===== config.mk =====
export PLATFORM = sky130hd
export DESIGN_NAME = rr_arbiter
export DESIGN_NICKNAME = d
export VERILOG_FILES = /design/src/rtl/arb_pkg.sv /design/src/rtl/rr_pick.sv /design/src/rtl/rr_arbiter.sv
export SDC_FILE = /design/constraint.sdc
export NUM_CORES = 1
export LEC_CHECK = 0
export ABC_AREA = 1
export CORE_MARGIN = 5
export CORE_UTILIZATION = 45
export DETAILED_ROUTE_END_ITERATION = 16
export PLACE_DENSITY_LB_ADDON = 0.25
export SYNTH_ARGS = -nofsm -noshare
export SYNTH_HDL_FRONTEND = slang
export SYNTH_SLANG_ARGS = --single-unit

===== constraint.sdc =====
create_clock -name clk_i -period 4.5 [get_ports clk_i]
set_input_delay 0.45 -clock clk_i [delete_from_list [all_inputs] [get_ports clk_i]]
set_output_delay 0.45 -clock clk_i [all_outputs]
set_load 0.05 [all_outputs]

===== src/rtl/arb_pkg.sv =====
// Shared definitions for the round-robin arbiter: FSM state encoding and a
// width helper for index and hold-counter signals.
package arb_pkg;

  typedef enum logic {
    ST_IDLE  = 1'b0,
    ST_GRANT = 1'b1
  } state_e;

  // Bits needed to encode values 0..value-1, never less than one bit.
  function automatic int clog2(input int value);
    int width;
    width = 1;
    while ((1 << width) < value) width++;
    return width;
  endfunction

endpackage


===== src/rtl/rr_pick.sv =====
// Combinational rotating-priority picker: scans the vector starting at the
// given index, wrapping modulo N, and reports the first set bit found.
module rr_pick
  import arb_pkg::*;
#(
  parameter int N = 4
) (
  input  logic [N-1:0]          vec_i,
  input  logic [clog2(N)-1:0]   start_i,
  output logic [N-1:0]          onehot_o,
  output logic [clog2(N)-1:0]   idx_o,
  output logic                  found_o
);

  localparam int IW = clog2(N);

  logic [IW-1:0] scanIdx;

  // Walk the N positions in priority order and latch onto the first request.
  always_comb begin
    onehot_o = '0;
    idx_o    = '0;
    found_o  = 1'b0;
    scanIdx  = '0;
    for (int k = 0; k < N; k++) begin
      scanIdx = IW'((int'(start_i) + k) % N);
      if (!found_o && vec_i[scanIdx]) begin
        found_o           = 1'b1;
        onehot_o[scanIdx] = 1'b1;
        idx_o             = scanIdx;
      end
    end
  end

endmodule


===== src/rtl/rr_arbiter.sv =====
// Round-robin arbiter with bounded hold time. One requester owns the resource
// at a time; a contended owner is preempted after MAX_HOLD cycles, and the
// rotate pointer moves past each owner that releases or is preempted.
module rr_arbiter
  import arb_pkg::*;
#(
  parameter int N        = 4,
  parameter int MAX_HOLD = 4
) (
  input  logic                  clk_i,
  input  logic                  rst_ni,
  input  logic [N-1:0]          req_i,
  output logic [N-1:0]          gnt_o,
  output logic [clog2(N)-1:0]   gntId_o,
  output logic                  busy_o,
  output logic                  preempt_o
);

  localparam int IW = clog2(N);
  localparam int HW = clog2(MAX_HOLD);

  state_e        state_q, state_d;
  logic [N-1:0]  gnt_q, gnt_d;
  logic [IW-1:0] gntId_q, gntId_d;
  logic [IW-1:0] ptr_q, ptr_d;
  logic [HW-1:0] hcnt_q, hcnt_d;
  logic          busy_q, busy_d;
  logic          preempt_q, preempt_d;

  logic [N-1:0]  pickVec, pickOnehot;
  logic [IW-1:0] pickStart, pickIdx, nextIdx;
  logic          pickFound;
  logic          ownerReq, othersReq, holdFull, doRelease, doPreempt;

  assign nextIdx   = (gntId_q == IW'(N - 1)) ? '0 : gntId_q + 1'b1;
  assign ownerReq  = |(req_i & gnt_q);
  assign othersReq = |(req_i & ~gnt_q);
  assign holdFull  = (hcnt_q == HW'(MAX_HOLD - 1));
  assign doRelease = (state_q == ST_GRANT) && !ownerReq;
  assign doPreempt = (state_q == ST_GRANT) && ownerReq && holdFull && othersReq;

  // When idle the whole request vector competes from the pointer; when owned,
  // the owner is masked out and the search starts just past it. On release the
  // owner bit is already low, so the same mask serves both handover cases.
  assign pickVec   = (state_q == ST_IDLE) ? req_i : (req_i & ~gnt_q);
  assign pickStart = (state_q == ST_IDLE) ? ptr_q : nextIdx;

  rr_pick #(
    .N(N)
  ) u_pick (
    .vec_i   (pickVec),
    .start_i (pickStart),
    .onehot_o(pickOnehot),
    .idx_o   (pickIdx),
    .found_o (pickFound)
  );

  // State, pointer, hold counter and output registers with synchronous reset.
  always_ff @(posedge clk_i) begin
    if (!rst_ni) begin
      state_q   <= ST_IDLE;
      ptr_q     <= '0;
      hcnt_q    <= '0;
      gnt_q     <= '0;
      gntId_q   <= '0;
      busy_q    <= 1'b0;
      preempt_q <= 1'b0;
    end else begin
      state_q   <= state_d;
      ptr_q     <= ptr_d;
      hcnt_q    <= hcnt_d;
      gnt_q     <= gnt_d;
      gntId_q   <= gntId_d;
      busy_q    <= busy_d;
      preempt_q <= preempt_d;
    end
  end

  // Next state, rotate pointer and hold counter; release takes precedence over
  // preemption, and an uncontended owner just saturates the counter.
  always_comb begin
    state_d = state_q;
    ptr_d   = ptr_q;
    hcnt_d  = hcnt_q;
    case (state_q)
      ST_IDLE: begin
        if (pickFound) begin
          state_d = ST_GRANT;
          hcnt_d  = '0;
        end
      end
      ST_GRANT: begin
        if (doRelease) begin
          ptr_d   = nextIdx;
          hcnt_d  = '0;
          state_d = pickFound ? ST_GRANT : ST_IDLE;
        end else if (doPreempt) begin
          ptr_d  = nextIdx;
          hcnt_d = '0;
        end else if (!holdFull) begin
          hcnt_d = hcnt_q + 1'b1;
        end
      end
      default: state_d = ST_IDLE;
    endcase
  end

  // Next grant, owner index and preempt pulse; the index holds when idle.
  always_comb begin
    gnt_d     = gnt_q;
    gntId_d   = gntId_q;
    preempt_d = 1'b0;
    case (state_q)
      ST_IDLE: begin
        if (pickFound) begin
          gnt_d   = pickOnehot;
          gntId_d = pickIdx;
        end else begin
          gnt_d = '0;
        end
      end
      ST_GRANT: begin
        if (doRelease) begin
          if (pickFound) begin
            gnt_d   = pickOnehot;
            gntId_d = pickIdx;
          end else begin
            gnt_d = '0;
          end
        end else if (doPreempt) begin
          gnt_d     = pickOnehot;
          gntId_d   = pickIdx;
          preempt_d = 1'b1;
        end
      end
      default: gnt_d = '0;
    endcase
    busy_d = |gnt_d;
  end

  assign gnt_o     = gnt_q;
  assign gntId_o   = gntId_q;
  assign busy_o    = busy_q;
  assign preempt_o = preempt_q;

endmodule


==> results summary <==
The flow ran to the end, and the final reports show no timing, DRC or antenna violations. The total area of sequential cells is 260 um^2. The post-synthesis adder-cell area fraction came out at 0.0213.

The area of the multi-input gates came out at 787 um^2. The library cell used most frequently in the layout, excluding fill and tap cells, is nand2_1. The data required time of the critical path is 4680 ps. The share of the synthesized netlist area taken by xor and xnor gates is 0. The combinational family with the most area after synthesis is simple AND/OR/NAND/NOR gates. The part of the cycle the worst path needs is 0.552. For this design, the sink count on the clock tree is 13.

The fill cell total of the finished layout is 258. The area of the die came out at 3730 um^2. The number of slew-limit violations in the final report is 0. The worst setup path is launched from a flip-flop. The detail route stage leaves a number of antenna-violating nets equal to 0. The number of nets handed over by synthesis was 198. In this run the post-CTS setup repair buffer count came out at 0. Clock skew on the completed layout was measured at 5.44 ps. In the synthesized netlist, the number of instances is 190. The DRC violation count after routing is 0. The relative max-transition margin is 0.458. The detailed router's first-iteration violation count is 23.

The via density per instance is 5.15. The number of stages on the worst hold path is 2. The total number of nets in the final design is 212. The top cell types in the final layout, fill and taps aside, are nand2_1 (59), nor2_1 (23), inv_1 (19). The largest fanout on the critical path came out at 13. The synthesized area per cell is 6.18 um^2. The relative area change from synthesis to final layout came out at 13.0%. The sink of the worst hold path is hcnt_q[1]. TritonCTS built the clock tree. The cell area that synthesis handed to floorplanning was 1170 um^2. The simple-gate share of the synthesized area is 0.539. The clock input transition at the sequential cells of the worst setup and hold paths is 80 ps.

The mux cell area share after synthesis is 0. Hold repair after CTS inserted 0 buffers. The arrival time of the worst setup path came out at 2660 ps. The worst register-to-register path begins at state_q. For this configuration, the core starts out at a cell density of 0.474.

The floorplan has 18 rows. For this run the aggregate overflow at the end of global routing stands at 0. The post-layout instance area came out at 1330 um^2.

The final weighted congestion in routability-driven placement is 0.866. The placed instance area is 1300 um^2. In this run, synthesis produced a sequential element count of 13.

The number of cells upsized or downsized after cts came out at 0. The overall global routing resource usage came out at 0.169. The max-capacitance violation count came out at 0. The die span in y is 61.1 um. The number of antenna violations at the first check in global routing was 0. The critical path is of the reg2reg type. The number of setup violations in the final report came out at 0. The number of vias in the routed layout is 1201. The total routed wirelength came out at 2.72 mm. The detailed-router iteration count before antenna repair is 7. The cell sitting at the root of the clock tree is a clkbuf_4.

The diode insertion count for antenna repair came out at 0. Setup repair after global routing left no endpoint under its margin. The setup slack of the most critical reg-to-reg path came out at 2010 ps. The hold violation count in the final report came out at 0. During I/O placement, the number of pins put on the boundary was 14. The number of H-tree levels came out at 1. STA classifies the critical path endpoint as a flip-flop.

Based on the critical path, the design can be clocked at up to 0.402 GHz. The proportion of synthesized chip area in sequential cells came out at 0.222. The detailed-route wire length per cell is 11.7 um. The HPWL after detailed placement came out at 2.18 mm. After layout, the minimum clock period comes to 2490 ps. The number of clock buffers added by TritonCTS is 3. In this run the critical register-to-register path is captured at gntId_o[0]. In the final layout, the share of cells above drive strength 1 is 0.177. The compound-cell area share of the yosys netlist is 0.110. The horizontal die dimension came out at 61.1 um. The standard cell core area is 2480 um^2. The largest net degree at the start of global routing came out at 14.

Port buffering added 13 buffers. The total negative setup slack came out at 0 ps. The count of unique library cells instantiated by Yosys is 26. The class of the tightest hold or removal check is reg2reg. The number of global-route vias before repair was 1164. For the worst flop-to-flop path, the logic depth is 13. For this run, the number of Yosys warnings is 0. The beginning of the worst hold path is hcnt_q[1].

The slew of the pin with the lowest slew margin is 808 ps. The source-to-sink clock delay at the later pin of the worst-skew pair came out at 280 ps. The wire length of the first global-routing pass is 4.76 mm. The maximum clock insertion buffer count came out at 2.
==> registers in the layout, indices dropped and copies added, names as in the netlist <==
name,flops
hcnt_q,2
ptr_q,2
gnt_o,4
state_q,1
busy_o,1
gntId_o,2
preempt_o,1
==> worst max-delay path, cell delays in order, from the launching register on <==
cell and delay (ps):
dfxtp_1 730, nand2_1 100, o21ai_1 450, nand2_1 220, nand3_1 140, nand2_1 130, nand2_1 100, nand2_1 50
nand2_1 120, nand2_1 60, nor2_1 110, nand2_1 60, nand2_1 70, nor2_2 40
==> how the worst max path moves through the flow <==
stage                           from          to  slack [ps]  cells past startpoint
after floorplan           gntId_o[0]  gntId_o[0]        2340                     14
after global placement       state_q    gnt_o[2]        2070                     11
after detailed placement     state_q  gntId_o[0]        2080                     13
after CTS                    state_q  gntId_o[0]        2050                     13
after global routing         state_q  gntId_o[0]        1740                     13
final                        state_q  gntId_o[0]        2010                     13
==> final cells by class <==
cell class                 instances  share of cell area
clock buffer                       4              0.0198
inverter                          23              0.0650
multi-input combinational        150               0.593
sequential                        13               0.196
tap                               30              0.0283
timing repair buffer              13              0.0980
==> routing by layer <==
metal  vias up  share of wire  routed length, um  track usage
met5         -              0                  0            0
met4         0         0.0059                 16       0.0650
met3         2          0.050                136       0.0482
met2        31           0.48               1300        0.292
met1       535           0.47               1270        0.198
li1        633              -                  -            -
==> kinds of logic (layout without fill, tap and decap cells) <==
| kind of cell | count (synthesis) | count (layout) |
|---|---|---|
| buf+inv | 27 | 40 |
| flops | 13 | 13 |
| compound gates | 21 | 21 |
| fa+ha+maj | 2 | 2 |
| simple gates | 127 | 127 |
==> synth_stat cells, drive strengths merged <==
cell type | n | share of area
nor2 | 25 | 0.088
dfxtp | 13 | 0.22
a22oi | 1 | 0.0064
o22ai | 2 | 0.011
nand4 | 9 | 0.066
inv | 23 | 0.073
o21ai | 6 | 0.026
a21o | 1 | 0.0064
a21oi | 9 | 0.048
nand3 | 9 | 0.038
o211ai | 2 | 0.013
buf | 4 | 0.035
nand2 | 81 | 0.33
nor3 | 2 | 0.0085
ha | 2 | 0.021
nand3b | 1 | 0.0064
==> stage by stage <==
stage	worst slack (ps)	utilization	std cells	hold slack, ps
5_1_grt	1740	0.536	233	528
3_3_place_gp	2070	0.525	229	465
6_report	2010	0.536	233	495
2_1_floorplan	2340	-	190	443
4_1_cts	2050	0.536	233	492
3_5_place_dp	2080	0.525	229	480
Power is not shown: default switching activity piles up to over one toggle a cycle in this logic, so the estimate is an artifact.
